File: src/rtl/timel_counter_if.sv
// CSR-side bundle for timel_counter: access operands and debug halt in, count/tick/carry out.
interface timel_counter_if;
    logic [31:0] d;
    logic        en_rw;
    logic [1:0]  rw_mode;
    logic        halt;
    logic [31:0] qo;
    logic        carry;
    logic        tick;

    modport master (
        output d, en_rw, rw_mode, halt,
        input  qo, carry, tick
    );

    modport slave (
        input  d, en_rw, rw_mode, halt,
        output qo, carry, tick
    );
endinterface

File: src/rtl/timel_counter.sv
// Low half of the 64-bit time CSR: prescaled increment, CSR read-modify-write, wrap carry to timeH_reg.
// Define TIMEL_PRESCALER_EN to advance once per DIV cycles; otherwise it advances every non-halted cycle.
module timel_counter #(
    parameter int DIV = 10
) (
    input logic            clk,
    input logic            nreset,
    timel_counter_if.slave bus
);
    localparam logic [31:0] ALL_ONES = 32'hFFFF_FFFF;

    logic [31:0] q_q, q_d;
    logic        carry_q, carry_d;
    logic        tick_q, tick_d;
    logic        wr;
    logic        inc;

    assign wr = bus.en_rw && (bus.rw_mode != 2'b00);

`ifdef TIMEL_PRESCALER_EN
    localparam int PS_W = (DIV > 1) ? $clog2(DIV) : 1;
    localparam logic [PS_W-1:0] PS_LAST = PS_W'(DIV - 1);

    logic [PS_W-1:0] ps_q, ps_d;

    assign inc = !bus.halt && (ps_q == PS_LAST);

    // Any write restarts the tick period, so software sees a full DIV cycles before the next step.
    always_comb begin
        ps_d = ps_q;
        if (wr || inc) begin
            ps_d = '0;
        end else if (!bus.halt) begin
            ps_d = ps_q + PS_W'(1);
        end
    end

    always_ff @(posedge clk) begin
        if (!nreset) begin
            ps_q <= '0;
        end else begin
            ps_q <= ps_d;
        end
    end
`else
    logic unused_div;
    assign unused_div = (DIV == 0);
    assign inc        = !bus.halt;
`endif

    always_comb begin
        q_d     = q_q;
        carry_d = 1'b0;
        tick_d  = 1'b0;
        if (wr) begin
            // Writes never raise carry, even when the new value is numerically below the old one.
            unique case (bus.rw_mode)
                2'b01:   q_d = bus.d;
                2'b10:   q_d = q_q | bus.d;
                2'b11:   q_d = q_q & ~bus.d;
                default: q_d = q_q;
            endcase
        end else if (inc) begin
            q_d     = q_q + 32'd1;
            tick_d  = 1'b1;
            carry_d = (q_q == ALL_ONES);
        end
    end

    always_ff @(posedge clk) begin
        if (!nreset) begin
            q_q     <= '0;
            carry_q <= 1'b0;
            tick_q  <= 1'b0;
        end else begin
            q_q     <= q_d;
            carry_q <= carry_d;
            tick_q  <= tick_d;
        end
    end

    assign bus.qo    = q_q;
    assign bus.carry = carry_q;
    assign bus.tick  = tick_q;
endmodule

File: src/flat_wrapper.sv
// flat-port wrapper written by rule: the top's interface ports become plain ports
module timel_counter_flat 
#(
    parameter int DIV = 10
)
  (clk, nreset, bus_d, bus_en_rw, bus_rw_mode, bus_halt, bus_qo, bus_carry, bus_tick);
  timel_counter_if bus_i ();
  input logic clk;
  input logic nreset;
  input wire logic [$bits(bus_i.d)-1:0] bus_d;
  input wire logic [$bits(bus_i.en_rw)-1:0] bus_en_rw;
  input wire logic [$bits(bus_i.rw_mode)-1:0] bus_rw_mode;
  input wire logic [$bits(bus_i.halt)-1:0] bus_halt;
  output wire logic [$bits(bus_i.qo)-1:0] bus_qo;
  output wire logic [$bits(bus_i.carry)-1:0] bus_carry;
  output wire logic [$bits(bus_i.tick)-1:0] bus_tick;
  assign bus_i.d = bus_d;
  assign bus_i.en_rw = bus_en_rw;
  assign bus_i.rw_mode = bus_rw_mode;
  assign bus_i.halt = bus_halt;
  assign bus_qo = bus_i.qo;
  assign bus_carry = bus_i.carry;
  assign bus_tick = bus_i.tick;
  timel_counter #(.DIV(DIV)) u_core (.clk(clk), .nreset(nreset), .bus(bus_i));
endmodule
File: config.mk
export PLATFORM = sky130hd
export DESIGN_NAME = timel_counter_flat
export DESIGN_NICKNAME = d
export VERILOG_FILES = /design/src/rtl/timel_counter_if.sv /design/src/rtl/timel_counter.sv /design/src/flat_wrapper.sv
export SDC_FILE = /design/constraint.sdc
export NUM_CORES = 1
export LEC_CHECK = 0
export CAP_MARGIN = 0
export CORE_MARGIN = 5
export CORE_UTILIZATION = 45
export CTS_CLUSTER_DIAMETER = 120
export DETAILED_ROUTE_END_ITERATION = 10
export GPL_TIMING_DRIVEN = 0
export PLACE_DENSITY = 0.82
export SLEW_MARGIN = 20
export SYNTH_ARGS = -nofsm -noshare
export SYNTH_HDL_FRONTEND = slang
export SYNTH_SLANG_ARGS = --single-unit
File: constraint.sdc
create_clock -name clk -period 4.2 [get_ports clk]
set_input_delay 0.84 -clock clk [delete_from_list [all_inputs] [get_ports clk]]
set_output_delay 0.84 -clock clk [all_outputs]
set_load 0.03 [all_outputs]
# After elaboration in Yosys (flattened, before gate mapping)
# Cells that the tools add are included.
# op_classes
n_addsub,1
n_eq_ne,6
n_mux,4
bitwise,4
reduce_logical,5
# op_table
op,n
$pmux W32 S3,1
$mux W32,2
$add A32 B1 Y32 const B,1
$and A32 B32 Y32,1
$eq A32 B32 Y1 const B,1
$not A32 Y32,1
$or A32 B32 Y32,1
$eq A2 B2 Y1 const B,2
$ne A4 B4 Y1 const B,1
$reduce_or A3 Y1,1
$eq A2 B1 Y1 const B,1
$ne A2 B1 Y1 const B,1
$reduce_and A2 Y1,1
$reduce_bool A2 Y1,1
$reduce_or A2 Y1,1
$logic_and A1 B1 Y1,1
$mux W1,1
$not A1 Y1,1
# totals
regBits,34
inputBits,38
out_inout_bits,34
elab_cells,23

# Depth between registers and ports, before layout
# depth
ltp_word,4
ltp_mapped,7
ltp_nobuf,6

# Worst setup path after synthesis
# OpenSTA, ideal clock, no wires.
# synth_timing
kind,register -> register
start,"reg u_core.q_q[0], in the netlist u_core.bus.qo[0]"
end,"reg u_core.q_q[14], in the netlist u_core.bus.qo[14]"
setup_ns,0.117
t_arrival_ns,1.899
required_time_ns,4.083
slack_ns,2.184
path_stages_with_launch,7
synth_period_minus_slack_ns,2.016
cell_sequence,dfxtp_1 ha_1 nand3_2 or2_1 nor3_1 o221ai_1 a32o_1
# synth_between
elab_chain_len,3
# synth_lines
element,line_no,rtl
from (decl),timel_counter.sv:12,"logic [31:0] q_q, q_d;"
from (signal assigned),timel_counter.sv:76,q_q <= q_d;
$add A32 B1 Y32,timel_counter.sv:64,q_d = q_q + 32'd1;
$mux W32,timel_counter.sv:63,end else if (inc) begin
$mux W32,timel_counter.sv:55,if (wr) begin
# No other way between the ends. The select of a mux whose other input is x is not followed.
# A chain may end at the register's enable or synchronous reset.

# Worst setup path in the final report
# layout_timing
start,in bus_en_rw
end,"reg u_core.q_q[9], in the netlist u_core.bus.qo[9]"
# layout_between
elab_chain_len,3
elab_cells_between_ends,5
cone_classes,eq/ne (2); mux (1); reduce/logical (2)
# layout_lines
element,line_no,rtl
from (decl),flat_wrapper.sv:11,input wire logic [$bits(bus_i.en_rw)-1:0] bus_en_rw;
$logic_and A1 B1 Y1 (*),timel_counter.sv:18,assign wr = bus.en_rw && (bus.rw_mode != 2'b00);
$ne A4 B4 Y1 (no source line) or $ne A2 B1 Y1 (tied branches),--,
$reduce_and A2 Y1 (no source line),--,
# Mark *: on every way between the ends. The rest lies on a longest branch, timed or not.

==> results.sh <==
export IMPL_final_common_cell="clkdlybuf4s50_1"
export IMPL_wl_met2_um=4849
export IMPL_rsz0062_at_grt="no"
export IMPL_synthArstFlopShare_pct=0
export IMPL_root_buffer="clkbuf_8"
export IMPL_period_share_pct=67.19
export IMPL_chipHeight_um=88.53
export IMPL_endpoint_kind="register"
export IMPL_drt_pass1_iter_count=7
export IMPL_fmax_mhz=354.3
export IMPL_p_switching_w=0.0003404
export IMPL_min_period_ns=2.822
export IMPL_irDropWorstVdd_mv=0.1798
export IMPL_cts_sinks=34
export IMPL_r2r_worst_path_cells=6
export IMPL_setup_viol=0
export IMPL_register_area_um2=680.7
export IMPL_cts_buffers=5
export IMPL_fp_row_count=28
export IMPL_grt_pass1_wl_um=16680
export IMPL_drv_cap=0
export IMPL_r2r_setup_slack_ns=1.94
export IMPL_dpl_cell_count=524
export IMPL_grt_antenna_before_repair=0
export IMPL_setup_tns_ns=0
export IMPL_path_clk_slew_ns=0.08
export IMPL_core_um2=5956
export IMPL_arrival_ns=3.01
export IMPL_r2r_start="u_core.bus.qo[0]"
export IMPL_start_kind="primary input"
export IMPL_worstMarginPinSlew_ns=0.6701
export IMPL_postSynthNetCount=417
export IMPL_drive_above_1_share_pct=8.096
export IMPL_cts_setup_buffers=0
export IMPL_initial_utilization_pct=46.60
export IMPL_diodes=0
export IMPL_ctsHoldBuffers=0
export IMPL_layout_common_cells="clkdlybuf4s50_1, nand2_1, dfxtp_1"
export IMPL_power_per_cell_area_nw_per_um2=265.9
export IMPL_drt_iter0_markers=449
export IMPL_yosys_area_top_type_share_pct=24.53
export IMPL_min_from="u_core.bus.qo[31]"
export IMPL_ys_flop_type="dfxtp_1"
export IMPL_synth_distinct_cells=67
export IMPL_grt_pass1_vias=3300
export IMPL_ios=72
export IMPL_io_buffer_count=71
export IMPL_syn_avg_cell_area_um2=7.342
export IMPL_grtUsageTotal_pct=27.21
export IMPL_wl_met3_um=1184
export IMPL_netlist_instances=378
export IMPL_dieArea_um2=7838
export IMPL_dr_total_vias=3602
export IMPL_synth_edff_count=0
export IMPL_hold_end="u_core.bus.carry"
export IMPL_synth_seq_area_share_pct=24.53
export IMPL_clk_latency_ns=0.29
export IMPL_netlist_area_um2=2775
export IMPL_yosysTopAreaCell="dfxtp_1"
export IMPL_multiInputGateArea_um2=1933
export IMPL_drc=0
export IMPL_combPwrFrac_pct=30.4
export IMPL_fillerInstances=548
export IMPL_p_sw_share_pct=34.70
export IMPL_critical_path_class="primary input to register"
export IMPL_globalplace_congestion=0.9372
export IMPL_clock_skew_ns=0.006568
export IMPL_clock_path_buffers=2
export IMPL_cts_max_level=2
export IMPL_die_w_um=88.53
export IMPL_post_cts_resized=0
export IMPL_cp_max_fo=10
export IMPL_r2r_end="u_core.bus.qo[16]"
export IMPL_yosys_warnings=0
export IMPL_cts_tree="built"
export IMPL_hpwl_um=7410
export IMPL_wl_per_cell_um=19.86
export IMPL_synth_area_leaders="dfxtp_1, nand2_1, a21oi_1, o21ai_0, nor2_1"
export IMPL_avgViaCountPerCell=6.771
export IMPL_nNetsFinal=495
export IMPL_area_growth_pct=32.96
export IMPL_grt_ovfl_total=0
export IMPL_highest_layer="met4"
export IMPL_power_internal_w=0.0006405
export IMPL_ys_ff_latch=34
export IMPL_crit_required_ns=4.38
export IMPL_drt_met1_wl_um=4237
export IMPL_maxSlewViolCount=0
export IMPL_fin_cells=532
export IMPL_hold_viol_final=0
export IMPL_total_leakage_power_nw=1.337
export IMPL_grt_max_degree=11
export IMPL_worstHoldPathCells=2
export IMPL_slew_headroom_pct=54.98
export IMPL_outcome="complete, no violations"
export IMPL_power_frac_seq_pct=39.2
export IMPL_wl_um=10570
export IMPL_postRouteAntennaNets=0
export IMPL_p_clk_share_pct=30.4
export IMPL_hold_path_class="register to register"
==> stage by stage <==
step | utilization [%] | power [W] | cell area (um^2) | hold slack, ns | worst slack (ns)
after global routing | 61.95 | 0.001017 | 3690 | 0.5596 | 1.336
after global placement | 60.11 | 0.0006748 | 3580 | 0.5004 | 1.192
final | 61.95 | 0.0009809 | 3690 | 0.5248 | 1.378
after CTS | 61.95 | 0.0009712 | 3690 | 0.5298 | 1.479
after floorplan | - | 0.0005485 | 2775 | 0.6135 | 2.184
after detailed placement | 60.11 | 0.0006816 | 3580 | 0.5200 | 1.185
==> worst max-delay path by stage <==
stage / from / to / cells past startpoint
4_1_cts: bus_en_rw / u_core.bus.qo[9] / 7
2_1_floorplan: u_core.bus.qo[0] / u_core.bus.qo[14] / 6
6_report: bus_en_rw / u_core.bus.qo[9] / 7
3_5_place_dp: bus_en_rw / u_core.bus.qo[9] / 7
5_1_grt: bus_en_rw / u_core.bus.qo[10] / 7
3_3_place_gp: bus_en_rw / u_core.bus.qo[9] / 7
==> final cells by class <==
| type | instances | area share [%] |
|---|---|---|
| Buffer | 25 | 3.764 |
| Timing Repair Buffer | 71 | 19.26 |
| Sequential cell | 34 | 18.45 |
| Tap cell | 75 | 2.543 |
| Clock buffer | 8 | 2.984 |
| Inverter | 6 | 0.6104 |
| Multi-Input combinational cell | 313 | 52.39 |
==> cell usage after synthesis, types with 3 or more instances <==
library cell and count:
or2_2 3, a31oi_1 4, o211ai_1 14, nor3_1 11, clkbuf_8 3, mux2i_1 8, o31a_1 5, o32ai_1 4
a221oi_1 7, a211oi_1 3, a22oi_1 3, nor4_1 3, buf_2 8, inv_1 6, nor3b_1 3, o21ai_0 24
nor2b_1 4, a32o_1 6, nand2_1 51, nand3_2 3, dfxtp_1 34, nand3_1 14, nand2b_1 7, o221ai_1 3
and3_1 10, nor2_1 28, o22ai_1 13, nand4_1 7, o31ai_1 3, clkbuf_1 10, a21oi_1 27, and2_1 4
==> power groups by stage <==
stage / clock network, W / logic [W] / registers, W
2_1_floorplan: 0 / 0.000126 / 0.000423
3_3_place_gp: 0 / 0.000286 / 0.000388
3_5_place_dp: 0 / 0.000292 / 0.000390
4_1_cts: 0.000296 / 0.000293 / 0.000382
5_1_grt: 0.000312 / 0.000317 / 0.000388
6_report: 0.000298 / 0.000298 / 0.000384
==> sequential cells by signal, summed over array words and instances (netlist names) <==
register,flops
u_core.bus.tick,1
u_core.bus.carry,1
u_core.bus.qo,32
==> worst max-delay path: stages <==
cell	delay (ns)
clkdlybuf4s50_1	0.54
buf_2	0.25
inv_1	0.14
nor2_2	0.48
buf_2	0.38
o22ai_1	0.11
a32o_1	0.26
==> per-layer routing <==
| layer | vias up | global-route usage (%) |
|---|---|---|
| met5 | - | 0 |
| met3 | 42 | 5.773 |
| li1 | 1606 | - |
| met1 | 1687 | 36.98 |
| met2 | 267 | 41.74 |
| met4 | 0 | 11.40 |
==> logic make-up after synthesis <==
logic type | count (synthesis) | synth area share [%]
fa+ha+maj | 1 | 0.4508
xor+xnor | 3 | 0.9470
mux | 8 | 2.886
flops | 34 | 24.53
buf+inv | 31 | 5.816
simple gates | 168 | 32.42
compound gates | 133 | 32.96
No activity file was read; power rests on OpenSTA's default activity.
